[config.mk]
export PLATFORM = sky130hd
export DESIGN_NAME = pwm_duty_capture_flat
export DESIGN_NICKNAME = d
export VERILOG_FILES = /design/src/rtl/pwm_cap_pkg.sv /design/src/rtl/pwm_duty_capture_if.sv /design/src/rtl/pwm_in_sync.sv /design/src/rtl/pwm_duty_capture.sv /design/src/flat_wrapper.sv
export SDC_FILE = /design/constraint.sdc
export NUM_CORES = 1
export LEC_CHECK = 0
export BUFFER_PORTS_ARGS = -buffer_cell sky130_fd_sc_hd__buf_2
export CORE_MARGIN = 2
export CORE_UTILIZATION = 55
export CTS_CLUSTER_SIZE = 28
export DETAILED_ROUTE_END_ITERATION = 12
export GPL_ROUTABILITY_DRIVEN = 1
export GPL_TIMING_DRIVEN = 0
export PLACE_DENSITY = 0.76
export SKIP_LAST_GASP = 1
export SLEW_MARGIN = 10
export SYNTH_ARGS = -nofsm -noshare
export SYNTH_HDL_FRONTEND = slang
export SYNTH_SLANG_ARGS = --single-unit
[constraint.sdc]
create_clock -name clk -period 2.64 [get_ports clk]
set_input_delay 0.132 -clock clk [delete_from_list [all_inputs] [get_ports clk]]
set_output_delay 0.132 -clock clk [all_outputs]
set_load 0.02 [all_outputs]
[src/rtl/pwm_cap_pkg.sv]
// Shared types and helpers for the PWM duty-capture monitor.
package pwm_cap_pkg;

    localparam int unsigned SYNC_STAGES = 2;

    typedef enum logic [1:0] {
        IDLE,
        ARMED,
        STALL
    } cap_state_t;

    // Increment v by one when inc is set, holding at max instead of wrapping.
    function automatic logic [31:0] sat_inc(input logic [31:0] v, input logic inc,
                                            input logic [31:0] max);
        return (inc && (v < max)) ? v + 32'd1 : v;
    endfunction

endpackage

[src/rtl/pwm_duty_capture_if.sv]
// Measurement handshake bus between the capture block and its consumer.
interface pwm_duty_capture_if #(
    parameter int unsigned D_WIDTH = 19
);
    logic [D_WIDTH-1:0] period_out;
    logic [D_WIDTH-1:0] dutyA_out;
    logic [D_WIDTH-1:0] dutyB_out;
    logic [D_WIDTH-1:0] dutyC_out;
    logic               valid_out;
    logic               ready_in;
    logic               overrun_out;
    logic               stall_out;

    modport master (
        output period_out, dutyA_out, dutyB_out, dutyC_out,
        output valid_out, overrun_out, stall_out,
        input  ready_in
    );

    modport slave (
        input  period_out, dutyA_out, dutyB_out, dutyC_out,
        input  valid_out, overrun_out, stall_out,
        output ready_in
    );
endinterface

[src/rtl/pwm_in_sync.sv]
// Two-flop synchronizer for one PWM phase plus a delay flop for edge detection.
module pwm_in_sync
    import pwm_cap_pkg::*;
(
    input  logic clk,
    input  logic rstb,
    input  logic pwm,
    output logic s2,
    output logic rise
);
    logic [SYNC_STAGES-1:0] sync;
    logic                   dly;

    always_ff @(posedge clk or negedge rstb) begin
        if (!rstb) begin
            sync <= '0;
            dly  <= 1'b0;
        end else begin
            sync <= {sync[SYNC_STAGES-2:0], pwm};
            dly  <= sync[SYNC_STAGES-1];
        end
    end

    assign s2   = sync[SYNC_STAGES-1];
    assign rise = s2 & ~dly;
endmodule

[src/rtl/pwm_duty_capture.sv]
// Measures phase-A PWM period and per-phase high time, one result per window,
// presented on a valid/ready bus with overrun and stall flags.
module pwm_duty_capture
    import pwm_cap_pkg::*;
#(
    parameter int unsigned D_WIDTH = 19
) (
    input  logic clk,
    input  logic rstb,
    input  logic pwmA_in,
    input  logic pwmB_in,
    input  logic pwmC_in,
    pwm_duty_capture_if.master meas
);
    localparam logic [D_WIDTH-1:0] CNT_MAX = '1;

    logic [2:0]         s2;
    logic               rise_a;
    logic               rise_b;
    logic               rise_c;
    logic               unused_rise_bc;
    logic               det;
    logic [D_WIDTH-1:0] win_cnt;
    logic [D_WIDTH-1:0] hi_cnt [3];
    cap_state_t         state;

    pwm_in_sync u_sync_a (.clk(clk), .rstb(rstb), .pwm(pwmA_in), .s2(s2[0]), .rise(rise_a));
    pwm_in_sync u_sync_b (.clk(clk), .rstb(rstb), .pwm(pwmB_in), .s2(s2[1]), .rise(rise_b));
    pwm_in_sync u_sync_c (.clk(clk), .rstb(rstb), .pwm(pwmC_in), .s2(s2[2]), .rise(rise_c));

    // Only phase A defines the measurement window.
    assign unused_rise_bc = rise_b | rise_c;
    assign det            = rise_a;

    function automatic logic [D_WIDTH-1:0] bump(input logic [D_WIDTH-1:0] v, input logic inc);
        return D_WIDTH'(sat_inc(32'(v), inc, 32'(CNT_MAX)));
    endfunction

    always_ff @(posedge clk or negedge rstb) begin
        if (!rstb) begin
            state            <= IDLE;
            win_cnt          <= '0;
            for (int unsigned i = 0; i < 3; i++) hi_cnt[i] <= '0;
            meas.period_out  <= '0;
            meas.dutyA_out   <= '0;
            meas.dutyB_out   <= '0;
            meas.dutyC_out   <= '0;
            meas.valid_out   <= 1'b0;
            meas.overrun_out <= 1'b0;
            meas.stall_out   <= 1'b0;
        end else begin
            meas.overrun_out <= 1'b0;
            if (meas.valid_out && meas.ready_in) meas.valid_out <= 1'b0;

            if (det) begin
                win_cnt <= D_WIDTH'(1);
                for (int unsigned i = 0; i < 3; i++) hi_cnt[i] <= D_WIDTH'(s2[i]);
                // Only ARMED holds a complete window; IDLE and STALL just re-arm.
                if (state == ARMED) begin
                    meas.period_out  <= win_cnt;
                    meas.dutyA_out   <= hi_cnt[0];
                    meas.dutyB_out   <= hi_cnt[1];
                    meas.dutyC_out   <= hi_cnt[2];
                    meas.valid_out   <= 1'b1;
                    meas.overrun_out <= meas.valid_out & ~meas.ready_in;
                end
                state          <= ARMED;
                meas.stall_out <= 1'b0;
            end else begin
                win_cnt <= bump(win_cnt, 1'b1);
                for (int unsigned i = 0; i < 3; i++) hi_cnt[i] <= bump(hi_cnt[i], s2[i]);
                if ((state == ARMED) && (win_cnt == CNT_MAX - 1'b1)) begin
                    state          <= STALL;
                    meas.stall_out <= 1'b1;
                end
            end
        end
    end
endmodule

[src/flat_wrapper.sv]
// flat-port wrapper written by rule: the top's interface ports become plain ports
module pwm_duty_capture_flat import pwm_cap_pkg::*;
#(
    parameter int unsigned D_WIDTH = 19
)
  (clk, rstb, pwmA_in, pwmB_in, pwmC_in, meas_period_out, meas_dutyA_out, meas_dutyB_out, meas_dutyC_out, meas_valid_out, meas_overrun_out, meas_stall_out, meas_ready_in);
  pwm_duty_capture_if #(.D_WIDTH(D_WIDTH)) meas_i ();
  input  logic clk;
  input  logic rstb;
  input  logic pwmA_in;
  input  logic pwmB_in;
  input  logic pwmC_in;
  output wire logic [$bits(meas_i.period_out)-1:0] meas_period_out;
  output wire logic [$bits(meas_i.dutyA_out)-1:0] meas_dutyA_out;
  output wire logic [$bits(meas_i.dutyB_out)-1:0] meas_dutyB_out;
  output wire logic [$bits(meas_i.dutyC_out)-1:0] meas_dutyC_out;
  output wire logic [$bits(meas_i.valid_out)-1:0] meas_valid_out;
  output wire logic [$bits(meas_i.overrun_out)-1:0] meas_overrun_out;
  output wire logic [$bits(meas_i.stall_out)-1:0] meas_stall_out;
  input wire logic [$bits(meas_i.ready_in)-1:0] meas_ready_in;
  assign meas_period_out = meas_i.period_out;
  assign meas_dutyA_out = meas_i.dutyA_out;
  assign meas_dutyB_out = meas_i.dutyB_out;
  assign meas_dutyC_out = meas_i.dutyC_out;
  assign meas_valid_out = meas_i.valid_out;
  assign meas_overrun_out = meas_i.overrun_out;
  assign meas_stall_out = meas_i.stall_out;
  assign meas_i.ready_in = meas_ready_in;
  pwm_duty_capture #(.D_WIDTH(D_WIDTH)) u_core (.clk(clk), .rstb(rstb), .pwmA_in(pwmA_in), .pwmB_in(pwmB_in), .pwmC_in(pwmC_in), .meas(meas_i));
endmodule
==> results_dict.tcl, run 1 <==
set metrics [dict create \
    busiest_layer "met2" \
    postLayoutCellArea_um2 8680 \
    synthTopCellsByArea "dfrtp_1 55%, mux2_2 11%, a21oi_1 3.5%" \
    rrSetupSlack_ns 0.11 \
    grt_antenna_before_repair 0 \
    use_met3_pct 6.37 \
    dieArea_um2 14500 \
    tightestPinTransition_ns 1.10 \
    grt_util_met2_pct 41.3 \
    cts_tree "yes" \
    min_period_ns 2.53 \
    cp.required_ns 2.92 \
    slew_headroom_pct 26.0 \
    final_cell_count_no_fill 956 \
    wl_per_cell_um 18.5 \
    syn_inst 662 \
    setup_tns_ns 0 \
    area_growth_pct 16.6 \
    netSwitchingFraction_pct 25.7 \
    grt_usage_pct 25.6 \
    ys_types 43 \
    clock_skew_ns 0.00488 \
    drt_iter0_markers 605 \
    post-dp-hpwl_mm 11.9 \
    drive_gt1_share_pct 26.4 \
    yosysSeqAreaShare_pct 54.8 \
    clk-insertion-delay-late_ns 0.43 \
    syn-mean-instance-area_um2 11.2 \
    io_pins 85 \
    power_switching_uw 1410 \
    drtAntennaViolNets 0 \
    yosysWarnings 0 \
    r2r_start "u_core.u_sync_a.sync[1]$_DFF_PN0_" \
    hold_class "primary input to asynchronous set/reset pin" \
    synth_top_area_share_pct 54.8 \
    ys.flop_type "dfrtp_1" \
    preCtsSetupSlack_ns -0.106 \
    async_flop_share_pct 100 \
    nets 784 \
    power_frac_comb_pct 10.9 \
    drt-total-wl_mm 17.7 \
    port-buffer-count 84 \
    grt_first_pass_wirelength_mm 29.0 \
    vias 6010 \
    vias_per_cell 6.29 \
    grt_overflow 0 \
    grt_pass1_vias 5756 \
    leakage_uw 0.00406 \
    fmax_mhz 396 \
    cts_max_level 4 \
    cts.path.max_buffers 2 \
    core_um2 13200 \
    numCtsBuffers 17 \
    rsz0062_at_grt "true" \
    slew_viol_final 0 \
    synth_edf_count 0 \
    nFillCells 1075 \
    yosysTopAreaCell "dfrtp_1" \
    ir_drop_v 0.000405 \
    use_met1_pct 33.8 \
    grt_max_degree 89 \
    path_clk_slew_ns 0.05 \
    max-cap-violations 0 \
    synth_nets 673 \
    rr_worst_depth 6 \
    start_util_pct 56.2 \
    outcome "completed" \
    crit_fanout 10 \
    start_kind "flip-flop" \
    drc_errors 0 \
    timing.hold.ws_ns 0.271 \
    rows 42 \
    fin_ws_ns 0.114 \
    fin_crit_sh_pct 95.7 \
    setup_viol 0 \
    synth-seq-cells 163 \
    worst-setup-path-type "flip-flop to flip-flop" \
    placed_cells 923 \
    pwr-share-clk_pct 38.3 \
    gp_congestion 0.860 \
    fp.dieW_um 120 \
    root_buffer "clkbuf_16" \
    end_kind "flip-flop" \
    dpl_cell_area_um2 8120 \
    intPower_uw 4090 \
    hold_viol_final 0 \
    power.share.sequential_pct 50.8 \
    antenna_cells 0 \
    r2r-end "u_core.hi_cnt[51]$_DFFE_PN0P_" \
    syn_area_um2 7440 \
    crit_arrival_ns 2.81 \
    drt_first_pass_iters 5 \
    die_h_um 120 \
    clock_sinks 163 \
    power_density_nw_per_um2 634 \
]
[layer usage]
| layer | wire (um) | vias to the layer above |
|---|---|---|
| li1 | - | 2737 |
| met4 | 371 | 0 |
| met1 | 7460 | 3001 |
| met5 | 0 | - |
| met3 | 1030 | 34 |
| met2 | 8840 | 238 |
[state kept, by name (all words and copies together) (netlist names), 2 cells and up]
| name | count |
|---|---|
| u_core.state | 2 |
| u_core.u_sync_c.sync | 2 |
| u_core.meas.period_out | 19 |
| u_core.meas.dutyC_out | 19 |
| u_core.meas.dutyB_out | 19 |
| u_core.u_sync_a.sync | 2 |
| u_core.u_sync_b.sync | 2 |
| u_core.meas.dutyA_out | 19 |
| u_core.win_cnt | 19 |
| u_core.hi_cnt | 57 |
[cell usage after synthesis (10+ instances only)]
| master | instances |
|---|---|
| nand2_1 | 63 |
| o31ai_1 | 17 |
| mux2i_1 | 13 |
| or3_1 | 13 |
| dfrtp_1 | 163 |
| nor3_1 | 14 |
| and4_1 | 10 |
| and3_1 | 15 |
| or4_1 | 21 |
| buf_2 | 12 |
| a31oi_1 | 10 |
| mux2_2 | 76 |
| clkbuf_1 | 16 |
| a21oi_1 | 52 |
| nand3_1 | 26 |
| nand4_1 | 20 |
| o21ai_0 | 27 |
| nand2b_1 | 13 |
| nor2_1 | 13 |
[placed cells by master (no fill, tap or decap), types with 6 or more instances in the layout]
master and n:
nor4_1 6, mux2_2 76, and4_1 10, buf_2 95, or3_1 13, nand3_1 26, and3_1 15, a31oi_1 10
or4_1 21, a21oi_1 52, a211oi_1 9, nor2_1 12, o31ai_1 17, o21ai_0 27, mux2i_1 13, dfrtp_1 163
clkbuf_1 20, clkbuf_16 17, nor3_1 14, inv_1 6, nand2b_1 13, a2111o_1 8, nand4_1 20, nand2_1 63
[power groups by stage]
stage                     Clock, uW  Sequential (uW)  Combinational (uW)
final                          2100             2790                 601
after floorplan                   0             2890                 268
after global routing           2250             2820                 659
after global placement            0             2820                 557
after detailed placement          0             2830                 587
after CTS                      2140             2790                 602
[critical path, cell delays in order, from the launching register on]
cell and delay (ns):
dfrtp_1 0.33, buf_2 0.20, inv_1 0.15, nor2_2 0.44, clkbuf_1 0.63, buf_1 0.52, a21oi_1 0.10
[logic make-up (layout without fill, tap and decap cells)]
| kind of cell | Yosys count | after routing | share of synthesized area, % |
|---|---|---|---|
| AOI/OAI and AO/OA | 146 | 146 | 12.8 |
| adders and majority gates | 5 | 5 | 0.840 |
| buffers and inverters | 39 | 157 | 2.17 |
| DFF | 163 | 163 | 54.8 |
| muxes | 89 | 89 | 13.2 |
| and+or+nand+nor | 220 | 220 | 16.2 |
[repair_timing]
action                                  in CTS  in global routing
endpoints found under the setup margin      33                 47
gates resized for setup                      2                  6
pin swaps                                    0                  1
buffers inserted                             0                  2
hold buffers                                 5                  0
endpoints found under the hold margin       80                  0
[through the flow]
stage / utilization [%] / total power (uW)
finish: 65.6 / 5500
global route: 65.6 / 5730
CTS: 65.4 / 5540
detailed placement: 61.3 / 3420
global placement: 61.0 / 3380
floorplan: - / 3160
[worst max-delay path by stage]
stage	from	to	slack [ns]	cells after the start
4_1_cts	u_core.u_sync_a.sync[1]$_DFF_PN0_	u_core.win_cnt[9]$_DFFE_PN0P_	0.01	7
3_3_place_gp	rstb	u_core.meas.period_out[11]$_DFFE_PN0P_	-0.86	1
2_1_floorplan	u_core.u_sync_a.sync[1]$_DFF_PN0_	u_core.meas.dutyB_out[10]$_DFFE_PN0P_	0.74	7
6_report	u_core.u_sync_a.sync[1]$_DFF_PN0_	u_core.hi_cnt[51]$_DFFE_PN0P_	0.11	6
3_5_place_dp	u_core.u_sync_a.sync[1]$_DFF_PN0_	u_core.hi_cnt[14]$_DFFE_PN0P_	-0.11	6
5_1_grt	u_core.u_sync_a.sync[1]$_DFF_PN0_	u_core.win_cnt[7]$_DFFE_PN0P_	-0.02	7
[area by class of cell]
type	instances	area, um^2	share of cell area (%)
Sequential cell	163	4080	47.0
Multi-Input combinational cell	460	3210	37.0
Tap cell	176	220	2.54
Inverter	6	22.5	0.259
Timing Repair Buffer	92	523	6.02
Clock buffer	25	475	5.48
Buffer	33	145	1.67
Clock inverter	1	5.00	0.0576
Note: power is estimated with default switching activity, not from simulation.
==> run 2: changes to the inputs <==
==> constraint.sdc (replaced) <==
create_clock -name clk -period 2.64 [get_ports clk]
set_input_delay 0.792 -clock clk [delete_from_list [all_inputs] [get_ports clk]]
set_output_delay 0.792 -clock clk [all_outputs]
set_load 0.02 [all_outputs]
==> run 2 against run 1 <==
Sequential cell count stayed put. Highest routed layer unchanged. Clock skew hardly changed. Global-route usage is 0.072 points lower.
==> results_dict.tcl, run 2 (synthesized netlist as in run 1, its figures left out) <==
set metrics [dict create \
    drtAntennaViolNets 0 \
    setup_tns_ns 0 \
    vias_per_cell 6.26 \
    r2r-end "u_core.hi_cnt[51]$_DFFE_PN0P_" \
    max-cap-violations 0 \
    area_growth_pct 16.0 \
    slew_viol_final 0 \
    port-buffer-count 84 \
    crit_fanout 10 \
    vias 5958 \
    rows 42 \
    clock_sinks 163 \
    drc_errors 0 \
    grt_pass1_vias 5719 \
    drive_gt1_share_pct 26.6 \
    power.share.sequential_pct 50.8 \
    die_h_um 120 \
    numCtsBuffers 17 \
    start_kind "flip-flop" \
    grt_max_degree 89 \
    critical-path-max-stage-delay_ns 0.64 \
    mostFrequentLayoutCell "dfrtp_1" \
    nets 779 \
    power_frac_comb_pct 10.8 \
    grt_antenna_before_repair 0 \
    cp.required_ns 2.92 \
    drt_iter0_markers 559 \
    postLayoutCoreUtil_pct 65.2 \
    fmax_mhz 395 \
    gp_congestion 0.860 \
    hold_class "primary input to asynchronous set/reset pin" \
    outcome "completed" \
    cts_max_level 4 \
    largest_register_ffs 57 \
    cts_tree "yes" \
    mostFrequentLayoutCells "163 x dfrtp_1, 95 x buf_2, 76 x mux2_2" \
    ir_drop_v 0.000406 \
    path_cells "buf_2 -> inv_1 -> nor2_2 -> clkbuf_1 -> buf_1 -> a21oi_1" \
    power_switching_uw 1410 \
    rsz0062_at_grt "true" \
    grt_overflow 0 \
    slew_headroom_pct 25.6 \
    netSwitchingFraction_pct 25.7 \
    r2r_start "u_core.u_sync_a.sync[1]$_DFF_PN0_" \
    postLayoutCellArea_um2 8630 \
    root_buffer "clkbuf_16" \
    fin_crit_sh_pct 96.0 \
    tightestPinTransition_ns 1.11 \
    crit_arrival_ns 2.81 \
    dieArea_um2 14500 \
    min_period_ns 2.53 \
    path_clk_slew_ns 0.05 \
    drt-total-wl_mm 17.6 \
    drt_first_pass_iters 5 \
    worst-setup-path-type "flip-flop to flip-flop" \
    rrSetupSlack_ns 0.11 \
    intPower_uw 4080 \
    grt_usage_pct 25.6 \
    io_pins 85 \
    power_density_nw_per_um2 637 \
    setup_viol 0 \
    leakage_uw 0.00404 \
    core_um2 13200 \
    fp.dieW_um 120 \
    grt_first_pass_wirelength_mm 28.9 \
    clk-insertion-delay-late_ns 0.43 \
    slowest_stage "clkbuf_1" \
    hold_viol_final 0 \
    rr_worst_depth 6 \
    top_register "u_core.hi_cnt" \
    wl_per_cell_um 18.5 \
    post-dp-hpwl_mm 11.9 \
    clock_skew_ns 0.00468 \
    start_util_pct 56.2 \
    pwr-share-clk_pct 38.3 \
    cts.path.max_buffers 2 \
    antenna_cells 0 \
    dpl_cell_area_um2 8120 \
    timing.hold.ws_ns 0.339 \
    end_kind "flip-flop" \
]
[run 2: worst max-delay path by stage]
| stage | cells after the start | from | slack, ns | to |
|---|---|---|---|---|
| floorplan | 7 | u_core.u_sync_a.sync[1]$_DFF_PN0_ | 0.74 | u_core.meas.dutyB_out[10]$_DFFE_PN0P_ |
| detailed placement | 6 | u_core.u_sync_a.sync[1]$_DFF_PN0_ | -0.11 | u_core.hi_cnt[14]$_DFFE_PN0P_ |
| global placement | 1 | rstb | -1.52 | u_core.meas.period_out[11]$_DFFE_PN0P_ |
| CTS | 7 | u_core.u_sync_a.sync[1]$_DFF_PN0_ | 0.01 | u_core.win_cnt[9]$_DFFE_PN0P_ |
| global route | 7 | u_core.u_sync_a.sync[1]$_DFF_PN0_ | -0.02 | u_core.win_cnt[7]$_DFFE_PN0P_ |
| finish | 6 | u_core.u_sync_a.sync[1]$_DFF_PN0_ | 0.11 | u_core.hi_cnt[51]$_DFFE_PN0P_ |
[run 2: stage by stage]
stage	instances	total power (uW)	worst slack [ns]
3_3_place_gp	922	3380	-1.52
5_1_grt	951	5720	-0.0157
4_1_cts	949	5530	0.0147
3_5_place_dp	923	3420	-0.106
6_report	951	5500	0.106
2_1_floorplan	662	3160	0.737
[run 2: final cells by class]
cell class / instances / area [um^2]
Buffer: 33 / 145
Inverter: 6 / 22.5
Multi-Input combinational cell: 460 / 3210
Clock inverter: 1 / 5.00
Tap cell: 176 / 220
Timing Repair Buffer: 87 / 473
Sequential cell: 163 / 4080
Fill cell: 1078 / 4610
Clock buffer: 25 / 475
[run 2: critical path: cells and delay by family, from the launching register on]
| family | cells | cell delay, ns |
|---|---|---|
| buf+inv | 4 | 1.51 |
| simple gates | 1 | 0.43 |
| flops | 1 | 0.33 |
| compound gates | 1 | 0.11 |
[run 2: power by group through the flow]
stage | Clock [uW] | Sequential, uW | Combinational [uW]
finish | 2110 | 2790 | 595
global route | 2250 | 2820 | 653
CTS | 2140 | 2790 | 597
detailed placement | 0 | 2830 | 587
global placement | 0 | 2820 | 557
floorplan | 0 | 2890 | 268
[run 2: per-layer routing]
metal | up-vias | wire length (um) | track usage (%)
met2 | 197 | 8810 | 41.3
li1 | 2731 | - | -
met5 | - | 0 | 0
met1 | 2997 | 7500 | 33.8
met4 | 0 | 346 | 9.23
met3 | 33 | 924 | 6.37
[run 2: repair_timing]
| action | in CTS | in global routing |
|---|---|---|
| resized for setup | 2 | 6 |
| pin swaps | 0 | 1 |
| hold buffers | 0 | 0 |
| cloned | 0 | 0 |
| setup endpoints to repair | 33 | 47 |
| setup buffers | 0 | 2 |
